--- src/rtl/chained_mod_counter.sv ---
// Cascade of modulo counters forming one multi-radix value (e.g. hh:mm:ss).
// Supports up/down counting, per-stage clamped load, terminal-count and rollover pulse.
module chained_mod_counter #(
    parameter int unsigned                STAGES = 3,
    parameter int unsigned                W      = 6,
    parameter logic [STAGES*W-1:0]        MODS   = {6'd24, 6'd60, 6'd60},
    parameter int unsigned                SELW   = 2
) (
    input  logic                clk,
    input  logic                reset,
    input  logic                en,
    input  logic                up,
    input  logic                load,
    input  logic [SELW-1:0]     load_sel,
    input  logic [W-1:0]        load_val,
    output logic [STAGES*W-1:0] count,
    output logic [STAGES-1:0]   carry,
    output logic                tc,
    output logic                rollover
);

    logic [STAGES*W-1:0] count_q, count_d;
    logic [STAGES-1:0]   at_term;
    logic                rollover_q;

    always_comb begin : next_state
        logic         ripple;
        logic [W-1:0] mod_v;
        logic [W-1:0] cur;
        count_d = count_q;
        at_term = '0;
        carry   = '0;
        // A load, even to a nonexistent stage, suppresses stepping everywhere.
        ripple  = en & ~load;
        for (int i = 0; i < STAGES; i++) begin
            mod_v      = MODS[i*W +: W];
            cur        = count_q[i*W +: W];
            at_term[i] = up ? (cur == mod_v - W'(1)) : (cur == '0);
            carry[i]   = ripple & at_term[i];
            if (load) begin
                if (load_sel == SELW'(i)) begin
                    count_d[i*W +: W] = (load_val >= mod_v) ? mod_v - W'(1) : load_val;
                end
            end else if (ripple) begin
                if (up) begin
                    count_d[i*W +: W] = at_term[i] ? '0 : cur + W'(1);
                end else begin
                    count_d[i*W +: W] = at_term[i] ? mod_v - W'(1) : cur - W'(1);
                end
            end
            // Next stage steps only when this one steps from its terminal value.
            ripple = carry[i];
        end
    end

    always_ff @(posedge clk or posedge reset) begin
        if (reset) begin
            count_q    <= '0;
            rollover_q <= 1'b0;
        end else begin
            count_q    <= count_d;
            rollover_q <= carry[STAGES-1];
        end
    end

    assign count    = count_q;
    assign tc       = &at_term;
    assign rollover = rollover_q;

endmodule

--- config.mk ---
export PLATFORM = sky130hd
export DESIGN_NAME = chained_mod_counter
export DESIGN_NICKNAME = d
export VERILOG_FILES = /design/src/rtl/chained_mod_counter.sv
export SDC_FILE = /design/constraint.sdc
export NUM_CORES = 1
export LEC_CHECK = 0
export CORE_MARGIN = 8
export CORE_UTILIZATION = 58
export CTS_CLUSTER_DIAMETER = 30
export DETAILED_ROUTE_END_ITERATION = 10
export DONT_BUFFER_PORTS = 1
export GPL_ROUTABILITY_DRIVEN = 0
export PLACE_DENSITY_LB_ADDON = 0.25
export SLEW_MARGIN = 40
export SYNTH_ARGS = -nofsm -noshare
export SYNTH_HDL_FRONTEND = slang
export SYNTH_SLANG_ARGS = --single-unit
--- constraint.sdc ---
create_clock -name clk -period 2.4 [get_ports clk]
set_input_delay 0.48 -clock clk [delete_from_list [all_inputs] [get_ports clk]]
set_output_delay 0.48 -clock clk [all_outputs]
set_load 0.01 [all_outputs]
==> metrics.md <==
| Metric | Value |
|---|---|
| Critical path fanouts, max | `3` |
| H-tree depth | `1` |
| Final hold vios | `0` |
| Via count | `1870` |
| Layout cells sized above 1 | `0.185` |
| DP Area | `2040 sq um` |
| Setup CP Type | `reg -> out` |
| First-pass GRT wire length | `about 8800 microns` |
| DIE AREA | `~5300 sq um` |
| Inserted Clock Buffers | `3` |
| Drt total wl | `5590 microns` |
| Worst reg2reg path depth | `5` |
| Die height | `around 73 microns` |
| Peak supply drop | `0.000478 V` |
| Nets | `266` |
| Clk sinks | `19` |
| Worst Tran Pin Value | `0.727 ns` |
| Slew HR | `0.513` |
| Commonest cells in the netlist | `nand2_1, dfrtp_1, inv_1, a21oi_1, nor2_1` |
| Reg clk slew, reported paths | `roughly 0.13 ns` |
| Synth cell types | `56` |
| Vias in the first global route | `1795` |
| Setup WS post-layout | `-0.241 ns` |
| Mapped Nets | `253` |
| Via density | `6.52` |
| RR Endpoint | `count[13]$_DFFE_PP0P_` |
| CP max stage cell | `or4b_4` |
| IO Count | `36` |
| Synth Cell Area | `1880 sq um` |
| Core ar. | `3080 sq um` |
| Status | `finished with violations` |
| R2R setup slack | `0.15 ns` |
| Synth top area share | `0.252` |
| Reg2Reg Launch Point | `count[2]$_DFFE_PP0P_` |
| Crit. Startpoint | `count[2]$_DFFE_PP0P_` |
| Hold Crit Class | `in -> async` |
| DRC | `0` |
| Clk root buf | `clkbuf_4` |
| Critical Path RT | `1.92 ns` |
| Top cell type by total area after synthesis | `dfrtp_1` |
| CP Launch Type | `register` |
| Critical path's largest stage delay | `roughly 0.53 ns` |
| Worst clock skew | `0.0118 ns` |
| Port bufs | `0` |
| Predominant post-synthesis flop cell | `dfrtp_1` |
| Asr flop ratio synth | `1.00` |
| Clock latency at the later pin of the worst-skew pair | `between 0.3 and 0.4 ns` |
| CTS tree | `built` |
| Detail Route Antenna Nets | `0` |
| Largest net degree at the start of global routing | `32` |
| Ant diodes | `0` |
| Area contributors post-synth | `dfrtp_1, ha_1, xnor2_1` |
| Setup TNS | `-0.739 ns` |
| Yosys warns | `0` |
| Sequential share of the synthesized area | `0.252` |
| Failing checks | `negative setup slack` |
| HPWL Detailed | `4270 microns` |
| Fin area | `between 2000 and 2500 sq um` |
| Count of state elements after synthesis | `19` |
| Final setup viols | `4` |
| Worst EP arrival | `2.16 ns` |
| RSZ-0062 raised after global routing | `true` |
| Drt wl/cell | `19.5 microns` |
| Synth Instances | `231` |
| Die Wd | `73.0 microns` |
| Static Leak | `0.911 nW` |
| Fin. max-slew vios | `0` |
| Congestion Overflow GR | `0` |
| Power Dens Cells | `just over 800 nW/um^2` |
| Final min period | `2.64 ns` |
| EDFF count, synth | `0` |
| Crit share post-route | `1.10` |
| Area grow syn2layout | `10.7%` |
| Max Fclk | `0.379 GHz` |
| Final hold slack | `~0.06 ns` |
| CP cell instances | `or3_4 > or4b_4 > a221oi_4 > nor2b_4` |
| Max_cap viols | `0` |
| Post-CTS Hold Fix Bufs | `0` |
| Total GRT Usage | `0.209` |
| Initial Utilization | `0.612` |
| CP Capture Type | `output port` |
| Initial antenna violation count | `0` |
| Core Rows | `20` |
| Layout Utilization | `0.677` |
| Mean Syn Cell Area | `8.15 sq um` |
| DR iter-0 viols | `194` |
| Drt first pass iters | `5` |
| Total power | `1.71 mW` |
| Count leader, synth | `nand2_1` |
| Max clock buf depth | `2` |
-- sequential cells by signal, indices dropped and copies added, names as in the netlist --
name	flops
count	18
rollover	1
-- worst max-delay path, delay by kind of cell, from the launching register on --
kind               cells  cell delay, ns
DFF                    1            0.40
AOI/OAI and AO/OA      1            0.28
and+or+nand+nor        3            1.17
-- how the worst max path moves through the flow --
stage	cells past startpoint	slack (ns)	to
2_1_floorplan	7	-0.31	carry[2]
3_3_place_gp	4	0.12	carry[2]
3_5_place_dp	6	0.07	tc
4_1_cts	4	-0.23	carry[2]
5_1_grt	4	-0.30	carry[2]
6_report	4	-0.24	carry[2]
-- layout by cell type (no fill, tap or decap), types with 2 or more instances in the layout --
master     count
a21oi_1       14
a22o_1         2
a31o_2         3
a31oi_1        5
and2_1         2
and3_1         5
and4b_1        2
buf_4         24
clkbuf_4       3
dfrtp_1       19
ha_1           9
inv_1         16
mux2_2         4
mux2i_1        4
nand2_1       19
nand2b_1       2
nand3_1        9
nand4_1        2
nor2_1        14
nor2b_1        4
nor3_1         9
nor3b_1        2
nor4_1         2
o211a_1        2
o211ai_1       2
o21a_1         2
o21ai_0        9
o221ai_1       4
o2bb2ai_1      2
o31ai_1        3
o41ai_1        2
xnor2_1       11
xor2_1         4
-- power breakdown --
| part | switching (mW) | leakage (nW) | total (mW) | internal (mW) |
|---|---|---|---|---|
| Sequential | 0.0836 | 0.228 | 0.492 | 0.408 |
| Combinational | 0.583 | 0.665 | 1.04 | 0.460 |
| Clock | 0.115 | 0.0177 | 0.178 | 0.0624 |
-- per-stage QoR --
stage               worst slack, ns  std cells
global placement              0.122        283
finish                       -0.241        287
CTS                          -0.232        287
global route                 -0.301        287
detailed placement           0.0743        283
floorplan                    -0.310        231
-- cell type report --
type	instances	area (sq um)
tap	44	55.1
clock inverter	1	5.00
sequential	19	475
fill	277	993
timing repair buffer	24	180
multi-input combinational	179	1280
inverter	17	63.8
clock buffer	3	22.5
-- logic make-up after synthesis --
group,after synthesis,share of synthesized area
mux,9,0.0532
simple gates,82,0.231
compound gates,64,0.255
buf+inv,33,0.0784
xor+xnor,15,0.0698
fa+ha+maj,9,0.0598
flops,19,0.252
-- what timing repair did --
item	4_1_cts	5_1_grt
pin swaps	1	0
buffers inserted	0	0
endpoints found under the setup margin	4	4
resized for setup	3	1
-- per-layer routing --
| layer | track usage | up-vias | routed length, microns |
|---|---|---|---|
| met1 | 0.233 | 864 | 2060 |
| li1 | - | 872 | - |
| met3 | 0.0522 | 21 | 573 |
| met4 | 0.0867 | 0 | 180 |
| met5 | 0 | - | 0 |
| met2 | 0.365 | 113 | 2780 |
(Power assumes the default switching activity.)
